$ cat src/rtl/vec_ctrl_pkg.sv
// Shared types and constants for the vector control sequencer.
package vec_ctrl_pkg;

  localparam int unsigned CTRL_W = 12;
  localparam int unsigned ALU_W  = 3;

  localparam logic [3:0] OP_MUL   = 4'h0;
  localparam logic [3:0] OP_DIV   = 4'h1;
  localparam logic [3:0] OP_LOAD  = 4'h2;
  localparam logic [3:0] OP_STORE = 4'h3;
  localparam logic [3:0] OP_ADD   = 4'h4;
  localparam logic [3:0] OP_SUB   = 4'h5;
  localparam logic [3:0] OP_ADDI  = 4'h6;
  localparam logic [3:0] OP_SUBI  = 4'h7;
  localparam logic [3:0] OP_B     = 4'h8;
  localparam logic [3:0] OP_BEQ   = 4'h9;

  typedef enum logic [2:0] {
    ALU_ADD = 3'b000,
    ALU_MUL = 3'b001,
    ALU_DIV = 3'b010,
    ALU_CMP = 3'b011,
    ALU_SUB = 3'b100
  } alu_ctrl_t;

  typedef enum logic [1:0] {
    LAT_ONE,
    LAT_MUL,
    LAT_DIV
  } lat_class_t;

  typedef enum logic [1:0] {
    IDLE,
    ISSUE,
    WAIT
  } state_t;

  typedef struct packed {
    logic reg_write;
    logic alu_src;
    logic pc_src;
    logic imm_src;
    logic flag_update;
    logic mem_to_reg;
    logic mem_write;
    logic ra2_src;
    logic ra1_src;
    logic alu_src1;
    logic alu_src2;
    logic zero_to_alu;
  } ctrl_word_t;

  localparam ctrl_word_t CTRL_RST = ctrl_word_t'(12'b000001000000);

  // Index width that never collapses to zero bits.
  function automatic int unsigned clog2_min1(input int unsigned n);
    return (n <= 1) ? 1 : $clog2(n);
  endfunction

endpackage

$ cat src/rtl/vec_op_decode.sv
// Combinational opcode decoder: control word, ALU op, vector/scalar, latency class.
module vec_op_decode
  import vec_ctrl_pkg::*;
#(
  parameter int unsigned OPCODE_W = 4
) (
  input  logic [OPCODE_W-1:0] opcode_i,
  output ctrl_word_t          ctrl_o,
  output alu_ctrl_t           alu_o,
  output logic                is_vector_o,
  output logic                is_illegal_o,
  output lat_class_t          lat_o
);

  logic hi_nz;

  // Any set bit above the decoded nibble makes the opcode illegal.
  assign hi_nz = |(opcode_i >> 4);

  // Decode table lookup.
  always_comb begin
    ctrl_o       = CTRL_RST;
    alu_o        = ALU_ADD;
    is_vector_o  = 1'b1;
    is_illegal_o = 1'b0;
    lat_o        = LAT_ONE;
    unique case (opcode_i[3:0])
      OP_MUL:   begin ctrl_o = ctrl_word_t'(12'b100011000010); alu_o = ALU_MUL; lat_o = LAT_MUL; end
      OP_DIV:   begin ctrl_o = ctrl_word_t'(12'b100011000010); alu_o = ALU_DIV; lat_o = LAT_DIV; end
      OP_LOAD:  ctrl_o = ctrl_word_t'(12'b110110000101);
      OP_STORE: ctrl_o = ctrl_word_t'(12'b010100110101);
      OP_ADD:   ctrl_o = ctrl_word_t'(12'b100011000000);
      OP_SUB:   begin ctrl_o = ctrl_word_t'(12'b100011000000); alu_o = ALU_SUB; end
      OP_ADDI:  ctrl_o = ctrl_word_t'(12'b110011000101);
      OP_SUBI:  begin ctrl_o = ctrl_word_t'(12'b110011000101); alu_o = ALU_SUB; end
      OP_B:     begin ctrl_o = ctrl_word_t'(12'b011011011101); is_vector_o = 1'b0; end
      OP_BEQ:   begin ctrl_o = ctrl_word_t'(12'b001011000000); alu_o = ALU_CMP; is_vector_o = 1'b0; end
      default:  is_illegal_o = 1'b1;
    endcase
    if (hi_nz) is_illegal_o = 1'b1;
  end

endmodule

$ cat src/rtl/vec_ctrl_sequencer.sv
// Registered decode + beat sequencer between fetch and vector execute.
// Optional build macro VEC_CTRL_PERF_EN adds instruction and stall counters.
module vec_ctrl_sequencer
  import vec_ctrl_pkg::*;
#(
  parameter int unsigned OPCODE_W  = 4,
  parameter int unsigned NUM_ELEMS = 8,
  parameter int unsigned LANES     = 2,
  parameter int unsigned MUL_LAT   = 2,
  parameter int unsigned DIV_LAT   = 4
) (
  input  logic                                clk,
  input  logic                                rst,
  input  logic                                instr_valid,
  output logic                                instr_ready,
  input  logic [OPCODE_W-1:0]                 opcode,
  input  logic                                flush,
  input  logic                                ex_ready,
  output logic                                out_valid,
  output logic [11:0]                         ctrl,
  output logic [2:0]                          alu_control,
  output logic [clog2_min1(NUM_ELEMS)-1:0]    elem_idx,
  output logic                                last_beat,
  output logic                                busy,
  output logic                                illegal_op
`ifdef VEC_CTRL_PERF_EN
  ,
  output logic [31:0]                         perf_instr_cnt,
  output logic [31:0]                         perf_stall_cnt
`endif
);

  localparam int unsigned EW      = clog2_min1(NUM_ELEMS);
  localparam int unsigned MAX_LAT = (MUL_LAT > DIV_LAT) ? MUL_LAT : DIV_LAT;
  localparam int unsigned CW      = clog2_min1(MAX_LAT);

  ctrl_word_t dec_ctrl;
  alu_ctrl_t  dec_alu;
  logic       dec_vec;
  logic       dec_ill;
  lat_class_t dec_lat;

  state_t         state_q, state_d;
  logic           out_valid_q, out_valid_d;
  ctrl_word_t     ctrl_q, ctrl_d;
  alu_ctrl_t      alu_q, alu_d;
  logic [EW-1:0]  elem_idx_q, elem_idx_d;
  logic           last_beat_q, last_beat_d;
  logic           busy_q, busy_d;
  logic           illegal_q, illegal_d;
  lat_class_t     lat_q, lat_d;
  logic [CW-1:0]  wait_cnt_q, wait_cnt_d;

  logic           beat_done;
  logic [EW-1:0]  next_idx;
  int unsigned    lat_len;

  vec_op_decode #(.OPCODE_W(OPCODE_W)) u_decode (
    .opcode_i     (opcode),
    .ctrl_o       (dec_ctrl),
    .alu_o        (dec_alu),
    .is_vector_o  (dec_vec),
    .is_illegal_o (dec_ill),
    .lat_o        (dec_lat)
  );

  // Next-state and registered-output computation.
  always_comb begin
    state_d     = state_q;
    out_valid_d = out_valid_q;
    ctrl_d      = ctrl_q;
    alu_d       = alu_q;
    elem_idx_d  = elem_idx_q;
    last_beat_d = last_beat_q;
    lat_d       = lat_q;
    wait_cnt_d  = wait_cnt_q;
    illegal_d   = 1'b0;
    beat_done   = out_valid_q && ex_ready;
    next_idx    = elem_idx_q + EW'(LANES);
    unique case (lat_q)
      LAT_MUL: lat_len = MUL_LAT;
      LAT_DIV: lat_len = DIV_LAT;
      default: lat_len = 1;
    endcase

    if (flush) begin
      state_d     = IDLE;
      out_valid_d = 1'b0;
      elem_idx_d  = '0;
      last_beat_d = 1'b0;
      wait_cnt_d  = '0;
    end else begin
      unique case (state_q)
        IDLE: begin
          if (instr_valid) begin
            if (dec_ill) begin
              illegal_d = 1'b1;
            end else begin
              state_d     = ISSUE;
              out_valid_d = 1'b1;
              ctrl_d      = dec_ctrl;
              alu_d       = dec_alu;
              lat_d       = dec_lat;
              elem_idx_d  = '0;
              last_beat_d = dec_vec ? (NUM_ELEMS == LANES) : 1'b1;
            end
          end
        end
        ISSUE: begin
          if (beat_done) begin
            if (last_beat_q) begin
              state_d     = IDLE;
              out_valid_d = 1'b0;
              elem_idx_d  = '0;
              last_beat_d = 1'b0;
            end else begin
              elem_idx_d  = next_idx;
              last_beat_d = (next_idx == EW'(NUM_ELEMS - LANES));
              if (lat_len > 1) begin
                state_d     = WAIT;
                out_valid_d = 1'b0;
                wait_cnt_d  = CW'(lat_len - 2);
              end
            end
          end
        end
        WAIT: begin
          if (wait_cnt_q == '0) begin
            state_d     = ISSUE;
            out_valid_d = 1'b1;
          end else begin
            wait_cnt_d = wait_cnt_q - CW'(1);
          end
        end
        default: begin
          state_d     = IDLE;
          out_valid_d = 1'b0;
        end
      endcase
    end
    busy_d = (state_d != IDLE);
  end

  // State and output registers.
  always_ff @(posedge clk or posedge rst) begin
    if (rst) begin
      state_q     <= IDLE;
      out_valid_q <= 1'b0;
      ctrl_q      <= CTRL_RST;
      alu_q       <= ALU_ADD;
      elem_idx_q  <= '0;
      last_beat_q <= 1'b0;
      busy_q      <= 1'b0;
      illegal_q   <= 1'b0;
      lat_q       <= LAT_ONE;
      wait_cnt_q  <= '0;
    end else begin
      state_q     <= state_d;
      out_valid_q <= out_valid_d;
      ctrl_q      <= ctrl_d;
      alu_q       <= alu_d;
      elem_idx_q  <= elem_idx_d;
      last_beat_q <= last_beat_d;
      busy_q      <= busy_d;
      illegal_q   <= illegal_d;
      lat_q       <= lat_d;
      wait_cnt_q  <= wait_cnt_d;
    end
  end

  assign instr_ready = (state_q == IDLE);
  assign out_valid   = out_valid_q;
  assign ctrl        = ctrl_q;
  assign alu_control = alu_q;
  assign elem_idx    = elem_idx_q;
  assign last_beat   = last_beat_q;
  assign busy        = busy_q;
  assign illegal_op  = illegal_q;

`ifdef VEC_CTRL_PERF_EN
  logic [31:0] perf_instr_q, perf_stall_q;
  logic        accept;

  assign accept = (state_q == IDLE) && instr_valid && !flush && !dec_ill;

  // Free-running wrap-around event counters.
  always_ff @(posedge clk or posedge rst) begin
    if (rst) begin
      perf_instr_q <= '0;
      perf_stall_q <= '0;
    end else begin
      if (accept)                   perf_instr_q <= perf_instr_q + 32'd1;
      if (out_valid_q && !ex_ready) perf_stall_q <= perf_stall_q + 32'd1;
    end
  end

  assign perf_instr_cnt = perf_instr_q;
  assign perf_stall_cnt = perf_stall_q;
`endif

endmodule

$ cat config.mk
export PLATFORM = sky130hd
export DESIGN_NAME = vec_ctrl_sequencer
export DESIGN_NICKNAME = d
export VERILOG_FILES = /design/src/rtl/vec_ctrl_pkg.sv /design/src/rtl/vec_op_decode.sv /design/src/rtl/vec_ctrl_sequencer.sv
export SDC_FILE = /design/constraint.sdc
export NUM_CORES = 1
export LEC_CHECK = 0
export BUFFER_PORTS_ARGS = -buffer_cell sky130_fd_sc_hd__buf_2
export CELL_PAD_IN_SITES_DETAIL_PLACEMENT = 1
export CELL_PAD_IN_SITES_GLOBAL_PLACEMENT = 1
export CORE_MARGIN = 8
export CORE_UTILIZATION = 40
export DETAILED_ROUTE_END_ITERATION = 10
export MAX_ROUTING_LAYER = met4
export PLACE_DENSITY = 0.86
export RECOVER_POWER = 50
export SKIP_CTS_REPAIR_TIMING = 1
export SYNTH_ARGS = -nofsm -noshare
export SYNTH_HDL_FRONTEND = slang
export SYNTH_SLANG_ARGS = --single-unit
$ cat constraint.sdc
create_clock -name clk -period 1.9 [get_ports clk]
set_input_delay 0.285 -clock clk [delete_from_list [all_inputs] [get_ports clk]]
set_output_delay 0.285 -clock clk [all_outputs]
set_load 0.02 [all_outputs]
==> metrics.yaml <==
drv_cap: 0
cts_buffer_depth: 2
track_usage_pct: 13.6
h-tree-depth: 1
dieHeight_um: 73.7
drt_iter0_drc: 46
rr_worst_depth: 4
path_clk_slew_ns: 0.14
drc: 0
multiInputGateArea_um2: 611
ir_drop_uv: 438
clkSinkCount: 25
cts_buffers: 3
syn-cell-area_um2: 1330
required_ns: 2.16
rsz0062_at_grt: "false"
via_count: 1068
r2r-end: "ctrl[4]"
overflow: 0
nNetsFinal: 171
grt_max_degree: 26
fin_crit_sh_pct: 93.8
die_w_um: 73.7
yosys.area_share.simple_pct: 18.2
setup_violations: 0
ys_async_sr_fraction_pct: 100
holdCritPathClass: "input port to flip-flop"
maxSlewHeadroom_pct: 10.2
timing.fmax_mhz: 561
cts_root_buf: "clkbuf_4"
synth_xor_area_share_pct: 0
wl_met2_mm: 1.60
outcome: "completed"
hold_end: "busy"
finalClockSkew_ns: 0.00318
power.density_nw_per_um2: 852
routed_wl_mm: 3.37
num_rows: 21
synth_compound_area_share_pct: 20.9
grt_pass1_wl_mm: 5.80
port_buffers: 30
diodes: 0
met3_length_um: 142
layout_common_cells: "dfrtp_1 (24), buf_2 (19), clkbuf_1 (13)"
syn_inst: 130
via_per_inst: 5.24
synth.distinct_cells: 48
critical_path.top_delay_family: "simple AND/OR/NAND/NOR gates"
hold_violations: 0
clk_latency_ns: 0.31
synth_edf_count: 0
layout_commonest_cell: "dfrtp_1"
ff2ff_setup_slack_ns: 0.12
drt-pass1-iter-count: 4
p_leak_nw: 0.721
r2r_start: "state_q[0]"
final_antenna_net_count: 0
synth_top_family_by_area: "compound AO/OA/AOI/OAI gates"
fin_area_um2: 1530
crit_slowest_cell: "or4b_1"
yosysWarnings: 0
netlist.area_leader.share_pct: 45.1
crit_chain: "or4b_1 -> buf_4 -> nor4_2 -> a221o_1"
grt_pass1_vias: 1182
synthAdderAreaFrac_pct: 2.82
yosys-top-cells-area: "dfrtp_1 (45%), a21o_1 (2.8%), ha_1 (2.8%)"
setup_tns_ns: 0
die_area_um2: 5430
path_max_fanout: 11
syn_nets: 142
synth_top_flop_cell: "dfrtp_1"
place_congestion: 0.810
start_util_pct: 40.9
synth.area.mux_share_pct: 3.20
worst_pin_slew_ns: 1.35
hold_depth: 3
yosysTopAreaCell: "dfrtp_1"
critPathLaunchType: "flip-flop"
core-area_um2: 3260
ios: 32
p_total_mw: 1.31
antenna_found_initial: 0
post-dp-hpwl_mm: 2.54
tritoncts: "yes"
wire_per_inst_um: 16.5
period_needed_ns: 1.78
max_stage_delay_ns: 0.61
seq_area_frac_synth_pct: 47.1
regArea_um2: 627
synth-seq-cells: 25
crit_buf_inv: 1
layout-drive-gt1-share_pct: 22.8
arrival_ns: 2.04
drt-met1-wl_mm: 1.62
slew_violations: 0
hold_start: "instr_valid"
routed.top_layer: "met4"
synth_area_per_cell_um2: 10.2
worst-setup-path-type: "flip-flop to flip-flop"
fillers: 399
area_growth_pct: 15.1
worstSetupEndpointType: "flip-flop"
dpl_cell_area_um2: 1520
[where the power goes]
part	switching (mW)	internal, mW	total (mW)
Clock	0.156	0.0819	0.238
Sequential	0.0586	0.612	0.671
Combinational	0.252	0.145	0.397
Total	0.466	0.840	1.31
[Yosys cell counts (2+ instances only)]
cell / count
a211oi_1: 4
a21o_1: 5
a21oi_1: 2
a221o_1: 2
a22o_1: 4
a32o_1: 2
buf_2: 2
buf_4: 3
clkbuf_1: 6
dfrtp_1: 24
ha_1: 3
inv_1: 9
mux2_2: 2
mux2i_1: 2
nand2_1: 5
nand2b_1: 6
nand3_1: 2
nor2_1: 9
nor2b_1: 2
nor3_1: 2
nor4_1: 2
o21ai_0: 3
o21bai_1: 2
or3b_2: 3
[registers in the layout (all words and copies together), names as in the netlist]
register and count:
alu_control 3, elem_idx 2, lat_q 2, out_valid 1, wait_cnt_q 2, illegal_op 1
busy 1, ctrl 10, state_q 2, last_beat 1
[cells by family after synthesis]
group	after synthesis
AOI/OAI and AO/OA	36
adders and majority gates	3
buffers and inverters	21
DFF	25
muxes	4
other	1
and+or+nand+nor	40
[worst register-to-register path, delay by kind of cell (launching register included)]
kind / cells / cell delay, ns
simple gates: 2 / 0.93
compound gates: 1 / 0.17
flops: 1 / 0.40
buf+inv: 1 / 0.22
[worst max-delay path by stage]
stage,start,to,depth (start not counted)
3_5_place_dp,state_q[0],alu_control[0],4
4_1_cts,state_q[0],alu_control[0],4
5_1_grt,state_q[0],ctrl[4],4
6_report,state_q[0],ctrl[4],4
2_1_floorplan,state_q[0],ctrl[2],4
3_3_place_gp,state_q[0],alu_control[0],4
[layout make-up]
| class | count | share of cell area, % |
|---|---|---|
| flip-flops and latches | 25 | 40.9 |
| clock buffers | 4 | 1.71 |
| well taps | 46 | 3.76 |
| repair buffers | 36 | 11.6 |
| multi-input cells | 84 | 39.8 |
| inverters | 9 | 2.20 |
[stage by stage]
step / cells / setup slack, ns / utilization (%) / hold slack [ns]
5_1_grt: 204 / 0.0388 / 47.0 / 0.255
2_1_floorplan: 130 / 0.240 / - / 0.312
6_report: 204 / 0.118 / 47.0 / 0.233
3_5_place_dp: 200 / 0.131 / 46.6 / 0.360
4_1_cts: 204 / 0.0914 / 47.4 / -0.00402
3_3_place_gp: 200 / 0.198 / 46.6 / 0.350
[layer usage]
layer  global-route usage (%)  vias up
met1                     17.6      520
met5                        -        -
met4                     2.00        0
li1                         -      521
met2                     21.6       25
met3                     2.86        2
(Power assumes the default switching activity.)
